File: src/rtl/pipeline_hazard_controller.sv
// Hazard control for a 5-stage pipeline: memory-wait stalls, branch redirects,
// load-use bubbles, and a saturating stall-cycle counter.
module pipeline_hazard_controller (
    input  logic        clk,
    input  logic        reset_n,
    input  logic [4:0]  id_rs1_address,
    input  logic [4:0]  id_rs2_address,
    input  logic        id_rs1_used,
    input  logic        id_rs2_used,
    input  logic [4:0]  ex_rd_address,
    input  logic        ex_ram_read,
    input  logic        ex_stdin_read_enable,
    input  logic        ex_branch_taken,
    input  logic        ex_mem_request,
    input  logic        mem_ready,
    input  logic        counter_clear,
    output logic        pc_write_enable,
    output logic        if_id_write_enable,
    output logic        id_ex_write_enable,
    output logic        ex_mem_write_enable,
    output logic        if_id_flush,
    output logic        id_ex_flush,
    output logic [15:0] stall_cycles
);

    typedef enum logic [1:0] {
        RUN,
        MEM_WAIT,
        REDIRECT
    } state_t;

    state_t      state_q, state_d;
    logic [15:0] stall_cycles_q, stall_cycles_d;
    logic        ex_is_load;
    logic        load_use;

    assign ex_is_load = ex_ram_read | ex_stdin_read_enable;

    // x0 is hardwired to zero, so a load targeting it never creates a dependency
    assign load_use = ex_is_load && (ex_rd_address != 5'd0) &&
                      ((id_rs1_used && (id_rs1_address == ex_rd_address)) ||
                       (id_rs2_used && (id_rs2_address == ex_rd_address)));

    always_comb begin
        pc_write_enable     = 1'b1;
        if_id_write_enable  = 1'b1;
        id_ex_write_enable  = 1'b1;
        ex_mem_write_enable = 1'b1;
        if_id_flush         = 1'b0;
        id_ex_flush         = 1'b0;
        state_d             = state_q;

        case (state_q)
            RUN: begin
                if (ex_mem_request && !mem_ready) begin
                    pc_write_enable     = 1'b0;
                    if_id_write_enable  = 1'b0;
                    id_ex_write_enable  = 1'b0;
                    ex_mem_write_enable = 1'b0;
                    state_d             = MEM_WAIT;
                end else if (ex_branch_taken) begin
                    if_id_flush = 1'b1;
                    id_ex_flush = 1'b1;
                    state_d     = REDIRECT;
                end else if (load_use) begin
                    pc_write_enable    = 1'b0;
                    if_id_write_enable = 1'b0;
                    id_ex_flush        = 1'b1;
                end
            end
            MEM_WAIT: begin
                if (!mem_ready) begin
                    pc_write_enable     = 1'b0;
                    if_id_write_enable  = 1'b0;
                    id_ex_write_enable  = 1'b0;
                    ex_mem_write_enable = 1'b0;
                end else begin
                    state_d = RUN;
                end
            end
            REDIRECT: begin
                // the fetch issued from the stale PC is still arriving in IF/ID
                if_id_flush = 1'b1;
                state_d     = RUN;
            end
            default: begin
                state_d = RUN;
            end
        endcase

        if (!reset_n) begin
            pc_write_enable     = 1'b0;
            if_id_write_enable  = 1'b0;
            id_ex_write_enable  = 1'b0;
            ex_mem_write_enable = 1'b0;
            if_id_flush         = 1'b0;
            id_ex_flush         = 1'b0;
        end
    end

    always_comb begin
        stall_cycles_d = stall_cycles_q;
        if (counter_clear) begin
            stall_cycles_d = '0;
        end else if (!pc_write_enable && (stall_cycles_q != 16'hFFFF)) begin
            stall_cycles_d = stall_cycles_q + 16'd1;
        end
    end

    always_ff @(posedge clk or negedge reset_n) begin
        if (!reset_n) begin
            state_q        <= RUN;
            stall_cycles_q <= '0;
        end else begin
            state_q        <= state_d;
            stall_cycles_q <= stall_cycles_d;
        end
    end

    assign stall_cycles = stall_cycles_q;

endmodule

File: config.mk
export PLATFORM = sky130hd
export DESIGN_NAME = pipeline_hazard_controller
export DESIGN_NICKNAME = d
export VERILOG_FILES = /design/src/rtl/pipeline_hazard_controller.sv
export SDC_FILE = /design/constraint.sdc
export NUM_CORES = 1
export LEC_CHECK = 0
export ABC_AREA = 1
export ABC_CLOCK_PERIOD_IN_PS = 2700
export CAP_MARGIN = 20
export CORE_ASPECT_RATIO = 1.1
export CORE_UTILIZATION = 45
export CTS_BUF_LIST = sky130_fd_sc_hd__clkbuf_4
export DETAILED_ROUTE_END_ITERATION = 8
export GPL_ROUTABILITY_DRIVEN = 1
export PLACE_DENSITY_LB_ADDON = 0.12
export RECOVER_POWER = 100
export SETUP_SLACK_MARGIN = 0.4
export SLEW_MARGIN = 0
export SYNTH_ARGS = -nofsm -noshare
export SYNTH_HDL_FRONTEND = slang
export SYNTH_SLANG_ARGS = --single-unit
File: constraint.sdc
create_clock -name clk -period 2.7 [get_ports clk]
set_clock_uncertainty 0.2 [all_clocks]
set_input_delay 0.405 -clock clk [delete_from_list [all_inputs] [get_ports clk]]
set_output_delay 0.405 -clock clk [all_outputs]
set_load 0.01 [all_outputs]
==> results.json, run 1 <==
{
  "status": "finished clean",
  "syn_nets": 249,
  "antenna_found_initial": 0,
  "p_leak_nw": 1.13,
  "place.gp.congestion": 0.821,
  "clk_latency_ns": 0.31,
  "critPathRequiredTime_ns": 2.10,
  "worstPathArrival_ns": 1.70,
  "max-clock-path-buffers": 2,
  "dp.final_hpwl_um": 2500,
  "postRouteAntennaNets": 0,
  "final_nets": 301,
  "io_buffers": 46,
  "grt_first_pass_wirelength_um": 5660,
  "final_cells": 308,
  "clkPwrFrac_pct": 17.8,
  "dr.pass1.iters": 4,
  "rsz0062_at_grt": "no",
  "finalCritPeriodShare_pct": 85.4,
  "grt_pass1_vias": 1301,
  "syn-cell-area_um2": 1450,
  "critPathMaxFanout": 2,
  "worstSetupPathType": "in2out",
  "fin_tns_setup_ns": 0,
  "p_sw_uw": 295,
  "drt-initial-drc-count": 46,
  "setup_viol": 0,
  "startpoint": "ex_mem_request",
  "cts_root_buffer": "clkbuf_4",
  "htreeDepth": 1,
  "end_kind": "output pin",
  "rows": 21,
  "die_w_um": 56.1,
  "setup_ws_ns": 0.393,
  "grt.total_usage_pct": 20.8,
  "core_um2": 3050,
  "grt_max_degree": 18,
  "synthDistinctLibCells": 29,
  "cts_buffers": 3,
  "finalHoldViolCount": 0,
  "cap_violations": 0,
  "routed_wl_um": 3480,
  "swShare_pct": 37.2,
  "dp_worst_setup_slack_ns": -0.0227,
  "dieArea_um2": 3450,
  "vdd.ir_drop.worst_uv": 372,
  "power_density_nw_per_um2": 403,
  "drive_gt1_share_pct": 7.66,
  "finalCriticalPeriod_ns": 2.31,
  "dp.cells": 300,
  "start_util_pct": 47.5,
  "ys_warn_count": 0,
  "yosysSeqAreaShare_pct": 31.1,
  "syn_inst": 223,
  "cts_tree": "built",
  "seq_power_share_pct": 40.9,
  "p_int_uw": 497,
  "diodes": 0,
  "cts_sinks": 18,
  "relSlewSlack_pct": 39.4,
  "ioPinCount": 47,
  "cp-start-kind": "primary input",
  "clk_pin_slew_ns": 0.10,
  "worst_slew_pin_slew_ns": 0.909,
  "syn_to_final_growth_pct": 35.6,
  "r2r-start": "stall_cycles[0]",
  "drc": 0,
  "combPwrFrac_pct": 41.3,
  "place_area_um2": 1920,
  "via_count": 1553,
  "overflow": 0,
  "die_h_um": 61.5,
  "max_freq_mhz": 434,
  "ys_seq_elements": 18,
  "whs_ns": 0.149,
  "post_drt_wl_per_cell_um": 11.3,
  "design_area_um2": 1960,
  "ctsHoldBuffers": 0,
  "holdCritPathClass": "in2async",
  "syn_avg_cell_area_um2": 6.50,
  "drv_slew": 0,
  "vias_per_cell": 5.04
}
-- final timing paths --
| kind | slack [ns] | depth (start not counted) | end |
|---|---|---|---|
| hold reg to reg | 0.31 | 1 | state_q[0] |
| max in group asynchronous | 1.07 | 2 | stall_cycles[9] |
| setup reg to reg | 0.41 | 10 | stall_cycles[5] |
| min in group clk | 0.17 | 2 | state_q[0] |
| hold / removal | 0.15 | 1 | state_q[0] |
| setup / recovery | 0.39 | 7 | ex_mem_write_enable |
-- metal layers --
metal	global-route usage, %	part of all wire, %
met1	24.3	44
met2	38.1	48
met3	3.36	5.7
met4	10.5	1.8
met5	0	0
-- power by group through the flow --
stage | Clock, mW | Sequential, mW | Combinational, mW
global route | 0.154 | 0.328 | 0.358
global placement | 0 | 0.329 | 0.331
floorplan | 0 | 0.332 | 0.200
detailed placement | 0 | 0.330 | 0.336
CTS | 0.144 | 0.326 | 0.321
finish | 0.141 | 0.324 | 0.327
-- critical path, stage by stage --
cell,delay [ns]
clkdlybuf4s50_1,0.46
nand2_1,0.07
inv_1,0.08
nor2_2,0.04
a211oi_1,0.25
nor2_1,0.09
clkdlybuf4s25_1,0.30
-- cell usage in the layout (no fill, tap or decap), types with 2 or more instances in the layout --
cell             instances
clkinv_1                 2
nor2_2                   3
dlymetal6s2s_1          11
a21oi_1                  3
nor3_1                   8
clkdlybuf4s50_1          7
xnor2_1                  3
inv_2                    2
o22ai_1                  2
clkbuf_1                 5
dlygate4sd3_1           18
buf_4                    7
dfrtp_1                 18
nand4_2                  2
nor4_1                   2
xor2_1                   8
dlygate4sd2_1            5
nand2_1                 79
inv_1                   24
clkbuf_4                 3
nor2_1                  28
nand3_1                 23
-- registers in the layout (all words and copies together), names as in the netlist --
register / flops
state_q: 2
stall_cycles: 16
-- logic make-up (layout without fill, tap and decap cells) --
kind of cell	after synthesis	in the layout	share of synthesized area [%]
flip-flops	18	18	31.1
adder cells (fa/ha/maj)	1	1	0.863
AO/OA/AOI/OAI	7	7	2.94
buffers and inverters	34	85	11.2
AND/OR/NAND/NOR	152	152	47.2
XOR/XNOR	11	11	6.65
-- cells in the mapped netlist --
master	number	area (um2)
a211oi_1	1	7.51
a21oi_1	3	15.0
buf_2	1	5.00
buf_4	2	15.0
buf_6	3	33.8
clkbuf_4	1	7.51
clkinv_1	1	3.75
dfrtp_1	18	450
ha_1	1	12.5
inv_1	26	97.6
nand2_1	78	293
nand2_2	1	6.26
nand2_4	1	11.3
nand3_1	23	115
nand3_2	1	10.0
nand3_4	1	17.5
nand3b_1	1	7.51
nand4_1	1	6.26
nand4_2	2	25.0
nor2_1	29	109
nor2_2	2	12.5
nor2_4	1	11.3
nor3_1	8	40.0
nor3b_1	1	7.51
nor4_1	2	12.5
o211ai_1	1	7.51
o22ai_1	2	12.5
xnor2_1	3	26.3
xor2_1	8	70.1
-- per-stage QoR --
step / total power, mW / utilization (%)
after floorplan: 0.532 / -
after global placement: 0.660 / 63.0
after detailed placement: 0.665 / 63.0
after CTS: 0.792 / 63.5
after global routing: 0.840 / 64.4
final: 0.792 / 64.4
-- area by class of cell --
| class | count | area [um2] |
|---|---|---|
| Clock buffer | 3 | 22.5 |
| Fill cell | 298 | 1080 |
| Multi-Input combinational cell | 171 | 831 |
| Tap cell | 34 | 42.5 |
| Sequential cell | 18 | 450 |
| Timing Repair Buffer | 54 | 513 |
| Clock inverter | 1 | 3.75 |
| Inverter | 27 | 101 |
-- repair_timing --
item,CTS,global route
setup endpoints to repair,6,21
setup buffers,0,4
pin swaps,1,8
resized for setup,20,16
(Power assumes the default switching activity.)
==> run 2: changes to the inputs <==
--- a/config.mk
+++ b/config.mk
@@ -6,13 +6,12 @@
 export NUM_CORES = 1
 export LEC_CHECK = 0
 export ABC_AREA = 1
-export ABC_CLOCK_PERIOD_IN_PS = 2700
+export ABC_CLOCK_PERIOD_IN_PS = 2750
 export CAP_MARGIN = 20
 export CORE_ASPECT_RATIO = 1.1
 export CORE_UTILIZATION = 45
 export CTS_BUF_LIST = sky130_fd_sc_hd__clkbuf_4
 export DETAILED_ROUTE_END_ITERATION = 8
-export GPL_ROUTABILITY_DRIVEN = 1
 export PLACE_DENSITY_LB_ADDON = 0.12
 export RECOVER_POWER = 100
 export SETUP_SLACK_MARGIN = 0.4
==> constraint.sdc (replaced) <==
create_clock -name clk -period 2.75 [get_ports clk]
set_clock_uncertainty 0.2 [all_clocks]
set_input_delay 0.4125 -clock clk [delete_from_list [all_inputs] [get_ports clk]]
set_output_delay 0.4125 -clock clk [all_outputs]
set_load 0.01 [all_outputs]
==> run 2 against run 1 <==
  * Global-route usage is 0.065 points lower
  * Die area unchanged
  * Combinational power is 13% lower
  * Critical endpoint unchanged
  * Largest cell class unchanged
  * Largest power group is now sequential cells
  * Highest routed layer unchanged
==> results.json, run 2 (synthesis gave the netlist of run 1 again) <==
{
  "cts_sinks": 18,
  "postRouteAntennaNets": 0,
  "crit_family": "buffers and inverters",
  "io_buffers": 46,
  "cp-start-kind": "primary input",
  "syn_to_final_growth_pct": 33.8,
  "power_uw": 736,
  "power_density_nw_per_um2": 380,
  "drt-initial-drc-count": 63,
  "cpPeakStageDelay_ns": 0.53,
  "critPathSlowestCell": "dlygate4sd3_1",
  "post_drt_wl_per_cell_um": 10.9,
  "status": "finished clean",
  "rsz0062_at_grt": "no",
  "clk_latency_ns": 0.29,
  "path_buf_inv": 3,
  "core_um2": 3050,
  "start_util_pct": 47.5,
  "max_freq_mhz": 422,
  "ioPinCount": 47,
  "grt_first_pass_wirelength_um": 5690,
  "max-clock-path-buffers": 2,
  "rows": 21,
  "clk_pin_slew_ns": 0.10,
  "finalCritPeriodShare_pct": 86.1,
  "worstPathCellList": "dlygate4sd3_1 -> nand2_1 -> inv_1 -> nor2_1 -> a211oi_1 -> nor2_1 -> dlygate4sd2_1",
  "grt.total_usage_pct": 20.8,
  "critPathRequiredTime_ns": 2.14,
  "drive_gt1_share_pct": 5.19,
  "cts_root_buffer": "clkbuf_4",
  "diodes": 0,
  "worstSetupPathType": "in2out",
  "via_count": 1515,
  "dieArea_um2": 3450,
  "finalHoldViolCount": 0,
  "final_nets": 297,
  "cap_violations": 0,
  "postCtsSetupBuffers": 0,
  "setup_viol": 0,
  "vias_per_cell": 4.98,
  "fillers": 292,
  "drv_slew": 0,
  "largest_reg_flops": 16,
  "drc": 0,
  "die_h_um": 61.5,
  "dp.final_hpwl_um": 2420,
  "final_common_cell": "nand2_1",
  "worstPathArrival_ns": 1.76,
  "routed_wl_um": 3310,
  "die_w_um": 56.1,
  "cts_buffers": 3,
  "crit_top_cell": "nor2_1",
  "end_kind": "output pin",
  "final_cell_mix": "nand2_1, nor2_1, inv_1, nand3_1, dlygate4sd3_1",
  "critPathMaxFanout": 2,
  "relSlewSlack_pct": 40.4,
  "holdCritPathClass": "in2reg",
  "cts_tree": "built",
  "finalCriticalPeriod_ns": 2.37,
  "fin_tns_setup_ns": 0,
  "p_leak_nw": 1.14,
  "grt_max_degree": 18,
  "place.gp.congestion": 0.872,
  "worst_slew_pin_slew_ns": 0.893,
  "dr.pass1.iters": 4,
  "grt_pass1_vias": 1350,
  "overflow": 0,
  "antenna_found_initial": 0,
  "htreeDepth": 1,
  "vdd.ir_drop.worst_uv": 300
}
-- run 2: cell count changes in the layout (fill, tap and decap cells not counted), sizes merged --
cell	previous run	this run
buf	7	2
clkbuf	8	7
clkdlybuf4s25	1	0
dlygate4sd2	5	4
dlygate4sd3	18	19
dlymetal6s2s	11	14
-- run 2: repair_timing --
action                                 CTS  global route
setup endpoints to repair                6            21
pin swaps                                0             7
gates resized for setup                 14            20
hold buffers                             1             0
endpoints found under the hold margin    1             0
-- run 2: path summary, 6_finish.rpt --
| kind | start | endpoint | slack, ns | cells after the start |
|---|---|---|---|---|
| worst max-delay path | ex_mem_request | ex_mem_write_enable | 0.38 | 7 |
| worst min-delay path | mem_ready | state_q[0] | 0.20 | 2 |
| worst max register to register | stall_cycles[0] | stall_cycles[12] | 0.44 | 10 |
| worst min register to register | state_q[1] | state_q[0] | 0.31 | 1 |
| max in group asynchronous | reset_n | stall_cycles[13] | 1.45 | 2 |
| min in group asynchronous | reset_n | stall_cycles[2] | 0.35 | 2 |
-- run 2: where the power goes --
part           switching [mW]  leakage (nW)  internal [mW]
clock network          0.0814        0.0154         0.0527
logic                   0.166         0.877          0.119
registers              0.0271         0.246          0.290
-- run 2: area by class of cell --
| class | count | area [um2] | share of cell area [%] |
|---|---|---|---|
| timing repair buffer | 50 | 500 | 25.8 |
| tap | 34 | 42.5 | 2.19 |
| inverter | 27 | 101 | 5.23 |
| sequential | 18 | 450 | 23.2 |
| clock inverter | 1 | 3.75 | 0.194 |
| multi-input combinational | 171 | 817 | 42.2 |
| clock buffer | 3 | 22.5 | 1.16 |
-- run 2: layer usage --
layer  up-vias  track usage (%)  routed length, um
met5         -                0                  0
met4         0             9.06                 22
met3         2             3.36                190
met2        46             37.4               1550
met1       673             25.1               1540
li1        794                -                  -
-- run 2: worst reg2reg max path, stage by stage, from the launching register on --
cell and delay, ns:
dfrtp_1 0.43, ha_1 0.25, nand3_1 0.18, nor2_4 0.15, nand4_1 0.13, nor2_2 0.13, nand4_2 0.08, nand3_2 0.29
nand2_4 0.20, nand2_1 0.11, nand2_1 0.05
-- run 2: through the flow --
stage	instances	utilization (%)	hold WS, ns	cell area, um2	worst slack [ns]
3_3_place_gp	299	62.8	0.300	1910	0.0102
5_1_grt	304	63.6	0.214	1940	0.202
6_report	304	63.6	0.201	1940	0.381
4_1_cts	304	63.6	0.110	1940	0.314
2_1_floorplan	223	-	-0.0831	1450	0.772
3_5_place_dp	299	62.8	0.304	1910	0.0367
